File: config.mk
export PLATFORM = sky130hd
export DESIGN_NAME = uart_tx_arbiter
export DESIGN_NICKNAME = d
export VERILOG_FILES = /design/src/rtl/uart_pkg.sv /design/src/rtl/uart_rr_pick.sv /design/src/rtl/uart_tx_arbiter.sv
export SDC_FILE = /design/constraint.sdc
export NUM_CORES = 1
export LEC_CHECK = 0
export BUFFER_PORTS_ARGS = -buffer_cell sky130_fd_sc_hd__clkbuf_2
export CAP_MARGIN = 20
export CORE_UTILIZATION = 56
export CTS_BUF_LIST = sky130_fd_sc_hd__clkbuf_8
export DETAILED_ROUTE_END_ITERATION = 10
export PLACE_DENSITY = 0.8
export RECOVER_POWER = 50
export SLEW_MARGIN = 20
export SYNTH_ARGS = -nofsm -noshare
export SYNTH_HDL_FRONTEND = slang
export SYNTH_HIERARCHICAL = 1
export SYNTH_SLANG_ARGS = --single-unit
File: constraint.sdc
create_clock -name clk -period 4.55 [get_ports clk]
set_input_delay 0.6825 -clock clk [delete_from_list [all_inputs] [get_ports clk]]
set_output_delay 0.6825 -clock clk [all_outputs]
set_load 0.005 [all_outputs]
File: src/rtl/uart_pkg.sv
// Shared types and constants for the UART transmit arbiter.
// Latency: n/a (declarations only).
// Backpressure: n/a.
package uart_pkg;

  typedef enum logic [1:0] {
    IDLE      = 2'd0,
    SEND      = 2'd1,
    WAIT_DONE = 2'd2,
    HOLD      = 2'd3
  } arb_state_t;

  localparam int DATA_W       = 8;
  localparam int CLKS_PER_BIT = 13021;   // 125 MHz / 9600 baud

  // Ten bit times is 130210 clocks; leave margin above that.
  localparam int DEF_DONE_TIMEOUT = 200000;
  // Roughly one hundred bit times of silence from a locked requester.
  localparam int DEF_HOLD_TIMEOUT = 1302100;

  function automatic int max_int(input int a, input int b);
    return (a > b) ? a : b;
  endfunction

endpackage

File: src/rtl/uart_rr_pick.sv
// Round-robin one-hot picker: first set request at or above i_ptr, wrapping.
// Latency: combinational.
// Backpressure: none; result follows the inputs.
// Ports: i_req (request vector), i_ptr (highest-priority index),
//        o_onehot / o_idx (winner), o_any (at least one request).
module uart_rr_pick
  import uart_pkg::*;
#(
  parameter int NUM_REQ = 4
) (
  input  logic [NUM_REQ-1:0]         i_req,
  input  logic [$clog2(NUM_REQ)-1:0] i_ptr,
  output logic [NUM_REQ-1:0]         o_onehot,
  output logic [$clog2(NUM_REQ)-1:0] o_idx,
  output logic                       o_any
);

  localparam int IDX_W = $clog2(NUM_REQ);

  logic [IDX_W-1:0] w_pos;

  always_comb begin
    o_onehot = '0;
    o_idx    = '0;
    o_any    = 1'b0;
    w_pos    = '0;
    for (int k = 0; k < NUM_REQ; k++) begin
      w_pos = IDX_W'((int'(i_ptr) + k) % NUM_REQ);
      if (!o_any && i_req[w_pos]) begin
        o_any           = 1'b1;
        o_onehot[w_pos] = 1'b1;
        o_idx           = w_pos;
      end
    end
  end

endmodule

File: src/rtl/uart_tx_arbiter.sv
// Shares one byte-wide UART transmitter among NUM_REQ requesters, round-robin, packet-locked.
// Latency: transfer at cycle n -> tx_start at n+1; next transfer possible the cycle after tx_done.
// Backpressure: req_ready only in IDLE (winner) or HOLD (owner); silent while a byte is in flight.
// Ports: clk/rst (sync, active-low); i_req_valid/i_req_data/i_req_last/o_req_ready per requester;
//        o_grant one-hot owner; o_tx_start/o_tx_data/i_tx_done to the transmitter;
//        o_busy (not IDLE); o_err_pulse/o_err_id report done or hold timeouts.
module uart_tx_arbiter
  import uart_pkg::*;
#(
  parameter int NUM_REQ      = 4,
  parameter int DONE_TIMEOUT = DEF_DONE_TIMEOUT,
  parameter int HOLD_TIMEOUT = DEF_HOLD_TIMEOUT
) (
  input  logic                       clk,
  input  logic                       rst,
  input  logic [NUM_REQ-1:0]         i_req_valid,
  input  logic [8*NUM_REQ-1:0]       i_req_data,
  input  logic [NUM_REQ-1:0]         i_req_last,
  output logic [NUM_REQ-1:0]         o_req_ready,
  output logic [NUM_REQ-1:0]         o_grant,
  output logic                       o_tx_start,
  output logic [DATA_W-1:0]          o_tx_data,
  input  logic                       i_tx_done,
  output logic                       o_busy,
  output logic                       o_err_pulse,
  output logic [$clog2(NUM_REQ)-1:0] o_err_id
);

  localparam int IDX_W = $clog2(NUM_REQ);
  localparam int CNT_W = $clog2(max_int(DONE_TIMEOUT, HOLD_TIMEOUT) + 1);

  arb_state_t r_state, w_next;

  logic [IDX_W-1:0]  r_owner, r_rr_ptr, r_err_id;
  logic [NUM_REQ-1:0] r_grant;
  logic [DATA_W-1:0] r_tx_data;
  logic              r_last, r_err_pulse;
  logic [CNT_W-1:0]  r_cnt;

  logic [NUM_REQ-1:0]             w_pick_onehot;
  logic [IDX_W-1:0]               w_pick_idx, w_sel;
  logic                           w_pick_any;
  logic [NUM_REQ-1:0][DATA_W-1:0] w_bytes;
  logic [NUM_REQ-1:0]             w_ready;
  logic w_accept, w_release, w_timeout, w_cnt_clr, w_tx_start;

  assign w_bytes = i_req_data;

  uart_rr_pick #(.NUM_REQ(NUM_REQ)) u_pick (
    .i_req    (i_req_valid),
    .i_ptr    (r_rr_ptr),
    .o_onehot (w_pick_onehot),
    .o_idx    (w_pick_idx),
    .o_any    (w_pick_any)
  );

  // In HOLD the locked owner is the only candidate, so the picker is bypassed.
  assign w_sel = (r_state == IDLE) ? w_pick_idx : r_owner;

  always_ff @(posedge clk) begin
    if (!rst) r_state <= IDLE;
    else      r_state <= w_next;
  end

  always_comb begin
    w_next     = r_state;
    w_ready    = '0;
    w_accept   = 1'b0;
    w_release  = 1'b0;
    w_timeout  = 1'b0;
    w_cnt_clr  = 1'b0;
    w_tx_start = 1'b0;
    case (r_state)
      IDLE: begin
        if (w_pick_any) begin
          w_ready  = w_pick_onehot;
          w_accept = 1'b1;
          w_next   = SEND;
        end
      end
      SEND: begin
        w_tx_start = 1'b1;
        w_cnt_clr  = 1'b1;
        w_next     = WAIT_DONE;
      end
      WAIT_DONE: begin
        // tx_done is checked first so a coincident timeout is not reported.
        if (i_tx_done) begin
          if (r_last) begin
            w_release = 1'b1;
            w_next    = IDLE;
          end else begin
            w_cnt_clr = 1'b1;
            w_next    = HOLD;
          end
        end else if (r_cnt == CNT_W'(DONE_TIMEOUT - 1)) begin
          w_timeout = 1'b1;
          w_release = 1'b1;
          w_next    = IDLE;
        end
      end
      HOLD: begin
        if (i_req_valid[r_owner]) begin
          w_ready[r_owner] = 1'b1;
          w_accept         = 1'b1;
          w_next           = SEND;
        end else if (r_cnt == CNT_W'(HOLD_TIMEOUT - 1)) begin
          w_timeout = 1'b1;
          w_release = 1'b1;
          w_next    = IDLE;
        end
      end
      default: w_next = IDLE;
    endcase
  end

  always_ff @(posedge clk) begin
    if (!rst) begin
      r_owner     <= '0;
      r_rr_ptr    <= '0;
      r_grant     <= '0;
      r_tx_data   <= '0;
      r_last      <= 1'b0;
      r_err_pulse <= 1'b0;
      r_err_id    <= '0;
      r_cnt       <= '0;
    end else begin
      if (w_accept) begin
        r_tx_data <= w_bytes[w_sel];
        r_last    <= i_req_last[w_sel];
        r_owner   <= w_sel;
      end
      if (w_accept && (r_state == IDLE)) r_grant <= w_pick_onehot;
      if (w_release) begin
        r_grant  <= '0;
        r_rr_ptr <= (r_owner == IDX_W'(NUM_REQ - 1)) ? '0 : r_owner + IDX_W'(1);
      end
      // Pulse lands together with the return to IDLE, err_id already valid.
      r_err_pulse <= w_timeout;
      if (w_timeout) r_err_id <= r_owner;
      if (w_cnt_clr)                                      r_cnt <= '0;
      else if ((r_state == WAIT_DONE) || (r_state == HOLD)) r_cnt <= r_cnt + CNT_W'(1);
    end
  end

  assign o_req_ready = w_ready;
  assign o_grant     = r_grant;
  assign o_tx_start  = w_tx_start;
  assign o_tx_data   = r_tx_data;
  assign o_busy      = (r_state != IDLE);
  assign o_err_pulse = r_err_pulse;
  assign o_err_id    = r_err_id;

endmodule

# ---- Word-level counts from Yosys, hierarchy flattened
# Cells that the tools add are included.
dict set report word_totals {
  regBits 43
  wordCells 119
  in_bits 43
}
dict set report op_classes {
  n_reduce_logical 18
  muxes 63
  eq_ne 9
  addsub 5
  n_bitwise 4
  n_lt_le_gt_ge 11
}
# cell n
set ops {}
lappend ops {{$mux 1} 26}
lappend ops {{$mux 2} 12}
lappend ops {{$mux 4} 6}
lappend ops {{$add 21x1->21 const B} 1}
lappend ops {{$eq 21x18->1 const B} 1}
lappend ops {{$eq 21x21->1 const B} 1}
lappend ops {{$lt 2x3->1 const B} 6}
lappend ops {{$bmux 8 s2} 1}
lappend ops {{$bmux 1 s2} 6}
lappend ops {{$or 4x4->4} 3}
lappend ops {{$demux 1 s2} 5}
lappend ops {{$ge 2x1->1 const B} 5}
lappend ops {{$logic_and 1x1->1} 9}
lappend ops {{$mux 8} 1}
lappend ops {{$pmux 1 s2} 4}
lappend ops {{$pmux 2 s4} 1}
lappend ops {{$pmux 4 s2} 1}
lappend ops {{$eq 2x2->1 const B} 3}
lappend ops {{$ne 3x3->1 const B} 2}
lappend ops {{$add 2x1->2 const B} 2}
lappend ops {{$add 2x2->2 const B} 2}
lappend ops {{$reduce_or 2->1} 2}
lappend ops {{$logic_not 1->1} 3}
lappend ops {{$reduce_and 3->1} 1}
lappend ops {{6 further kinds} 6}

# ---- Longest topological paths before layout
# Gate-level depths: netlist (run 1).
dict set report depth {
  word_depth 15
  depth_mapped 12
  depth_no_buf 10
}

# ---- Modules after synthesis
# Netlist (run 1), hierarchy kept.
# mod area_each_um2 seq_area_each_um2 cells_per_inst n_inst
set modules_own_cells {}
lappend modules_own_cells {uart_tx_arbiter 2372.3 860.8 245 1}
lappend modules_own_cells {uart_rr_pick 421.7 0.0 45 1}

# ---- Worst setup path before layout (run 1)
# No wires, ideal clock.
dict set report synth_timing {
  kind {register to register}
  from {register r_rr_ptr[0]}
  to {register r_tx_data[0], in the netlist o_tx_data[0]}
  path_buffers 2
  period_less_slack_ns 3.255
  setup_ns 0.128
  slack_ns 1.295
  stages_incl_launch_ff 13
  required_ns 4.422
  arrival_ns 3.127
  path_cell_list {dfxtp_1 -> buf_6 -> inv_1 -> ha_1 -> mux4_2 -> buf_6 -> and2b_2 -> o21ai_0 -> o31ai_1 -> mux2i_2 -> mux4_1 -> mux2i_1 -> nor2_1}
}
dict set report synth_via {
  elab_chain_cells 15
  elab_cells_between_ends 30
  classes_between {3 x add/sub; 21 x mux; 6 x reduce/logical}
}
# item line
set synth_lines {}
lappend synth_lines {{from (decl)} uart_tx_arbiter.sv:34} ;# logic [IDX_W-1:0] r_owner, r_rr_ptr, r_err_id;
lappend synth_lines {{from (signal assigned)} uart_tx_arbiter.sv:136} ;# r_rr_ptr <= (r_owner == IDX_W'(NUM_REQ - 1)) ? '0 : r_owner + IDX_W'(1);
lappend synth_lines {{branches (longest 11 deep; another with $add 2x1->2)} -}
lappend synth_lines {{$mux 2 *} uart_rr_pick.sv:29} ;# if (!o_any && i_req[w_pos]) begin
lappend synth_lines {{via w_pick_idx[0]} uart_tx_arbiter.sv:41} ;# logic [IDX_W-1:0] w_pick_idx, w_sel;
lappend synth_lines {{$mux 2 *} uart_tx_arbiter.sv:58} ;# assign w_sel = (r_state == IDLE) ? w_pick_idx : r_owner;
lappend synth_lines {{$bmux 8 s2 *} uart_tx_arbiter.sv:129} ;# r_tx_data <= w_bytes[w_sel];
lappend synth_lines {{$mux 8 (implied by the code) *} uart_tx_arbiter.sv:129}
lappend synth_lines {{to (signal assigned)} uart_tx_arbiter.sv:129}
lappend synth_lines {{to (decl)} uart_tx_arbiter.sv:36} ;# logic [DATA_W-1:0] r_tx_data;
# Mark *: on every way through the listed nets, which the timed path passes. The select of a mux whose other input is x is not followed.
# A chain may end at the register's enable or synchronous reset.

# ---- Final worst setup path (run 1)
dict set report layout_timing {
  from {register r_rr_ptr[0]}
  to {output o_req_ready[1]}
}
dict set report layout_via {
  elab_chain_cells 14
  elab_cells_between_ends 50
  classes_between {3 x add/sub; 8 x order compare; 26 x mux; 3 x bitwise; 10 x reduce/logical}
}
# item line
set layout_lines {}
lappend layout_lines {{branches (longest 11 deep; another with $lt 2x3->1)} -}
lappend layout_lines {{$mux 4 *} uart_rr_pick.sv:29}
lappend layout_lines {{via w_pick_onehot[1]} uart_tx_arbiter.sv:40} ;# logic [NUM_REQ-1:0] w_pick_onehot;
lappend layout_lines {{$mux 4 *} uart_tx_arbiter.sv:75} ;# if (w_pick_any) begin
lappend layout_lines {{$pmux 4 s2 *} uart_tx_arbiter.sv:73} ;# case (r_state)
lappend layout_lines {{to (decl)} uart_tx_arbiter.sv:19} ;# output logic [NUM_REQ-1:0] o_req_ready,
# Marked as above.

==> flow_metrics.tcl, run 1 <==
set metrics [dict create \
    status "completed" \
    synth_edf_count 0 \
    areaGrowthSynthToFinish_pct 15.2 \
    rsz0062_at_grt "no" \
    grt_usage_pct 23.6 \
    place_inst 413 \
    drt_wl_total_um 6290 \
    critPathCaptureType "output pin" \
    antenna_found_initial 0 \
    cp.arrival_ps 3060 \
    gp_congestion 0.803 \
    maxCapViolations 0 \
    clkSinkCount 43 \
    viasPerCell 5.84 \
    drtIter0Drc 147 \
    num_io_pins 64 \
    maxSlewHeadroom_pct 42.5 \
    fin_crit_ps 3740 \
    fin_skew_ps 6.05 \
    drive_above_1_share_pct 24.6 \
    crit_path_max_fanout 14 \
    die_w_um 72.6 \
    slowest_delay_ps 690 \
    cts-resized-gates 0 \
    htreeDepth 2 \
    vias 2452 \
    min-delay-path-class "reg2reg" \
    period_share_pct 82.2 \
    tightest_slew_ps 863 \
    fillers 402 \
    slew_viol_final 0 \
    drc 0 \
    fmax_mhz 267 \
    cts-buffers-inserted 5 \
    fin_cells 420 \
    insertion_delay_ps 290 \
    cts_hold_repair.buffers 0 \
    ir_drop_uv 312 \
    synth_ff_type "dfxtp_1" \
    leakagePower_nw 1.30 \
    first_global_vias 2223 \
    rows 25 \
    ys_types 53 \
    die_area_um2 5280 \
    powerDensity_nw_per_um2 432 \
    hpwl_um 4790 \
    ctsLongestPathBuffers 2 \
    crit_type "reg2out" \
    dr.pass1.iters 6 \
    cts_tree "done" \
    required_ps 3870 \
    hold_viol_final 0 \
    setup_viol 0 \
    routed-wl-met3_um 261 \
    m1WireLength_um 2800 \
    syn-num-nets 347 \
    die_y_um 72.6 \
    grt_max_degree 22 \
    yosys_warnings 6 \
    ys_seq_area_share_pct 30.8 \
    synth_cells 290 \
    slowest_stage "dfxtp_1" \
    synth_area_um2 2790 \
    gr-total-overflow 0 \
    synth_seq_cells 43 \
    post_cts_buffers 0 \
    critPathLaunchType "flip-flop" \
    clock-root-buffer "clkbuf_8" \
    wl_met2_um 3150 \
    synth-async-reset-ratio_pct 0 \
    ant_nets 0 \
    drt-wirelength-per-cell_um 15.0 \
    diodes 0 \
    core_region_area_um2 4750 \
    routed.top_layer "met4" \
    grt_pass1_wl_um 9740 \
    port_buffers 63 \
    hold_ws_ps 471 \
    path_cells "inv_1 -> ha_1 -> mux4_2 -> nor4b_4 -> a22oi_1 -> o21ai_0 -> a32oi_1 -> nor2_1 -> clkbuf_2" \
    clk_pin_slew_ps 80 \
    fin_setup_tns_ps 0 \
    layout.nets 410 \
    postSynthAreaPerCell_um2 9.63 \
    start_util_pct 58.8 \
]
## through the flow
stage	setup WS, ps	instance area [um^2]	utilization (%)	power (mW)
after floorplan	1300	2790	-	0.998
after global placement	1240	3150	66.2	1.14
after detailed placement	1040	3150	66.2	1.16
after CTS	807	3240	68.1	1.41
after global routing	652	3220	67.7	1.49
final	808	3220	67.7	1.39
## final timing paths
kind                from             end  slack [ps]  cells after the start
min          o_err_id[1]     o_err_id[1]         470                      2
max reg2reg  r_rr_ptr[0]    o_tx_data[4]        1010                     11
min reg2reg  o_err_id[1]     o_err_id[1]         470                      2
max          r_rr_ptr[0]  o_req_ready[1]         810                      9
## layer usage
| layer | up-vias | GRT usage [%] |
|---|---|---|
| met5 | - | 0 |
| met4 | 0 | 8.06 |
| met3 | 9 | 4.14 |
| met2 | 90 | 40.2 |
| met1 | 1150 | 30.2 |
| li1 | 1203 | - |
## Yosys cell counts, drive strengths merged (8+ instances only)
library cell	n	share of area, %
o21ai	10	1.8
dfxtp	43	31
nor3	11	2.0
nand3	8	1.4
nor2	45	6.0
mux2i	19	6.9
inv	10	1.3
xor2	16	5.0
a22oi	8	2.1
mux4	14	12
nand2	16	2.1
ha	14	6.3
## cell type report
cell class | count | area [um^2] | area share [%]
clock buffers | 6 | 82.6 | 2.57
clock inverters | 1 | 5.00 | 0.156
inverters | 10 | 37.5 | 1.17
multi-input cells | 228 | 1830 | 56.8
flip-flops and latches | 43 | 861 | 26.7
well taps | 67 | 83.8 | 2.60
repair buffers | 65 | 320 | 9.95
## logic make-up (layout without fill, tap and decap cells)
logic type | count (synthesis) | in the layout | share of synthesized area [%]
flops | 43 | 43 | 30.8
buf+inv | 19 | 82 | 3.49
mux | 34 | 34 | 19.3
simple gates | 120 | 120 | 23.2
fa+ha+maj | 14 | 14 | 6.27
xor+xnor | 20 | 20 | 6.27
compound gates | 40 | 40 | 10.7
## registers in the layout (all words and copies together), names as in the netlist
signal,flops
r_cnt,21
r_state,2
o_tx_data,8
o_err_id,2
o_grant,4
o_err_pulse,1
r_owner,2
r_last,1
r_rr_ptr,2
## worst max-delay path: cells and delay by family (launching register included)
| kind | cells | cell delay (ps) |
|---|---|---|
| DFF | 1 | 690 |
| and+or+nand+nor | 2 | 520 |
| AOI/OAI and AO/OA | 3 | 440 |
| muxes | 1 | 440 |
| adders and majority gates | 1 | 390 |
| buffers and inverters | 2 | 290 |
## power breakdown
part	internal, mW	leakage, nW	switching [mW]
clock	0.119	0.0470	0.123
sequential	0.442	0.349	0.0487
combinational	0.312	0.901	0.346
## cell usage in the layout, fill, tap and decap left out, types with 4 or more instances in the layout
| cell | Yosys | layout |
|---|---|---|
| clkbuf_2 | 0 | 55 |
| a32oi_1 | 4 | 4 |
| ha_1 | 14 | 14 |
| o21ai_0 | 10 | 10 |
| nand4_1 | 6 | 6 |
| and4_1 | 4 | 4 |
| nor3_1 | 11 | 11 |
| clkbuf_8 | 0 | 6 |
| xnor2_1 | 4 | 4 |
| a22oi_1 | 8 | 8 |
| nand3_1 | 8 | 8 |
| nand2b_1 | 4 | 5 |
| clkbuf_1 | 5 | 8 |
| mux4_1 | 5 | 5 |
| dfxtp_1 | 43 | 43 |
| nor2_1 | 45 | 45 |
| inv_1 | 10 | 10 |
| nor4_1 | 4 | 4 |
| mux4_2 | 9 | 9 |
| nand2_1 | 16 | 16 |
| xor2_1 | 16 | 16 |
| mux2i_1 | 18 | 18 |
(Power assumes the default switching activity.)
==> run 2: changes to the inputs <==
--- a/config.mk
+++ b/config.mk
@@ -7,10 +7,10 @@
 export LEC_CHECK = 0
 export BUFFER_PORTS_ARGS = -buffer_cell sky130_fd_sc_hd__clkbuf_2
 export CAP_MARGIN = 20
-export CORE_UTILIZATION = 56
+export CORE_UTILIZATION = 51
 export CTS_BUF_LIST = sky130_fd_sc_hd__clkbuf_8
 export DETAILED_ROUTE_END_ITERATION = 10
-export PLACE_DENSITY = 0.8
+export PLACE_DENSITY = 0.77
 export RECOVER_POWER = 50
 export SLEW_MARGIN = 20
 export SYNTH_ARGS = -nofsm -noshare
==> constraint.sdc (replaced) <==
create_clock -name clk -period 3.4 [get_ports clk]
set_input_delay 0.51 -clock clk [delete_from_list [all_inputs] [get_ports clk]]
set_output_delay 0.51 -clock clk [all_outputs]
set_load 0.005 [all_outputs]
==> flow_metrics.tcl, run 2 (synthesis gave the netlist of run 1 again) <==
set metrics [dict create \
    die_y_um 76.0 \
    rsz0062_at_grt "no" \
    drc 0 \
    gr-total-overflow 0 \
    reg2reg_slack_ps 170 \
    drt_wl_total_um 5990 \
    drive_above_1_share_pct 25.3 \
    hpwl_um 4580 \
    core_region_area_um2 5200 \
    maxCapViolations 0 \
    layout.nets 412 \
    fin_crit_ps 3230 \
    drt-wirelength-per-cell_um 14.1 \
    htreeDepth 2 \
    clk_pin_slew_ps 80 \
    die_area_um2 5780 \
    die_w_um 76.0 \
    rows 26 \
    min-delay-path-class "reg2reg" \
    grt_max_degree 22 \
    fmax_mhz 309 \
    largest_register_ffs 21 \
    viasPerCell 5.64 \
    tightest_slew_ps 855 \
    diodes 0 \
    grt_pass1_wl_um 10500 \
    critPathLaunchType "flip-flop" \
    maxSlewHeadroom_pct 42.5 \
    required_ps 2890 \
    hold_start "o_err_id[0]" \
    clock-root-buffer "clkbuf_8" \
    first_global_vias 2297 \
    powerDensity_nw_per_um2 598 \
    crit_type "reg2out" \
    mostFrequentLayoutCell "clkbuf_2" \
    gp_congestion 0.826 \
    critPathCaptureType "output pin" \
    fin_skew_ps 8.37 \
    vias 2402 \
    period_share_pct 95.1 \
    worstHoldEndpoint "o_err_id[0]" \
    clkSinkCount 43 \
    reg2reg_from "r_rr_ptr[1]" \
    hold_viol_final 0 \
    slew_viol_final 0 \
    layout_common_cells "clkbuf_2, nor2_1, dfxtp_1" \
    status "completed" \
    r2r-end "r_last" \
    ir_drop_uv 390 \
    top_register "r_cnt" \
    cp.arrival_ps 2720 \
    fillers 472 \
    power_mw 1.95 \
    cts-buffers-inserted 5 \
    port_buffers 63 \
    crit_path_max_fanout 10 \
    drtIter0Drc 107 \
    leakagePower_nw 1.32 \
    ctsLongestPathBuffers 2 \
    setup_viol 0 \
    whs_path_depth 2 \
    dr.pass1.iters 4 \
    start_util_pct 53.7 \
    ant_nets 0 \
    r2r_cells 12 \
    areaGrowthSynthToFinish_pct 17.1 \
    num_io_pins 64 \
    fin_setup_tns_ps 0 \
    antenna_found_initial 0 \
    grt_usage_pct 22.3 \
    cts_tree "done" \
    insertion_delay_ps 300 \
]
run 2: cell type report:
type | count | area, um^2 | area share (%)
Timing Repair Buffer | 67 | 334 | 10.2
Clock inverter | 2 | 38.8 | 1.19
Multi-Input combinational cell | 228 | 1830 | 55.9
Sequential cell | 43 | 862 | 26.4
Tap cell | 70 | 87.6 | 2.68
Clock buffer | 6 | 82.6 | 2.52
Inverter | 10 | 37.5 | 1.15
run 2: per-stage QoR:
step / instances / hold slack [ps] / util, % / setup WS (ps) / instance area (um^2)
2_1_floorplan: 290 / 448 / - / 145 / 2790
3_3_place_gp: 417 / 462 / 60.7 / 294 / 3160
3_5_place_dp: 417 / 467 / 60.7 / 177 / 3160
4_1_cts: 425 / 479 / 63.0 / 6.62 / 3280
5_1_grt: 426 / 500 / 62.8 / 8.02 / 3270
6_report: 426 / 476 / 62.8 / 165 / 3270
run 2: critical path: stages (launching register included):
cell	delay, ps
dfxtp_2	430
inv_1	120
ha_1	370
mux4_2	440
nor4b_4	400
a22oi_1	110
o21ai_1	170
a32oi_1	130
nor2_1	130
clkbuf_2	130
run 2: how the worst max path moves through the flow:
stage | slack (ps) | cells past startpoint | endpoint | startpoint
4_1_cts | 7 | 9 | o_req_ready[1] | r_rr_ptr[1]
6_report | 170 | 9 | o_req_ready[1] | r_rr_ptr[1]
3_3_place_gp | 290 | 11 | o_tx_data[1] | r_rr_ptr[1]
5_1_grt | 8 | 9 | o_req_ready[1] | r_rr_ptr[1]
3_5_place_dp | 180 | 11 | r_last | r_rr_ptr[1]
2_1_floorplan | 150 | 12 | o_tx_data[0] | r_rr_ptr[0]
run 2: power by group:
group | switching (mW) | internal (mW)
logic | 0.467 | 0.416
registers | 0.0637 | 0.592
clock network | 0.175 | 0.241
run 2: per-layer routing:
metal  part of all wire [%]  track usage (%)  vias to the layer above  wire length, um
met1                     48             29.1                     1125             2870
met5                      0                0                        -                0
met3                    3.1             4.43                       14              188
li1                       -                -                     1211                -
met4                    2.5             10.0                        0              148
met2                     46             35.8                       52             2780
run 2: what timing repair did:
| action | CTS | global route |
|---|---|---|
| hold buffers | 0 | 0 |
| buffers inserted | 0 | 1 |
| resized for setup | 0 | 2 |
| endpoints found under the hold margin | 0 | 0 |
| setup endpoints to repair | 0 | 13 |
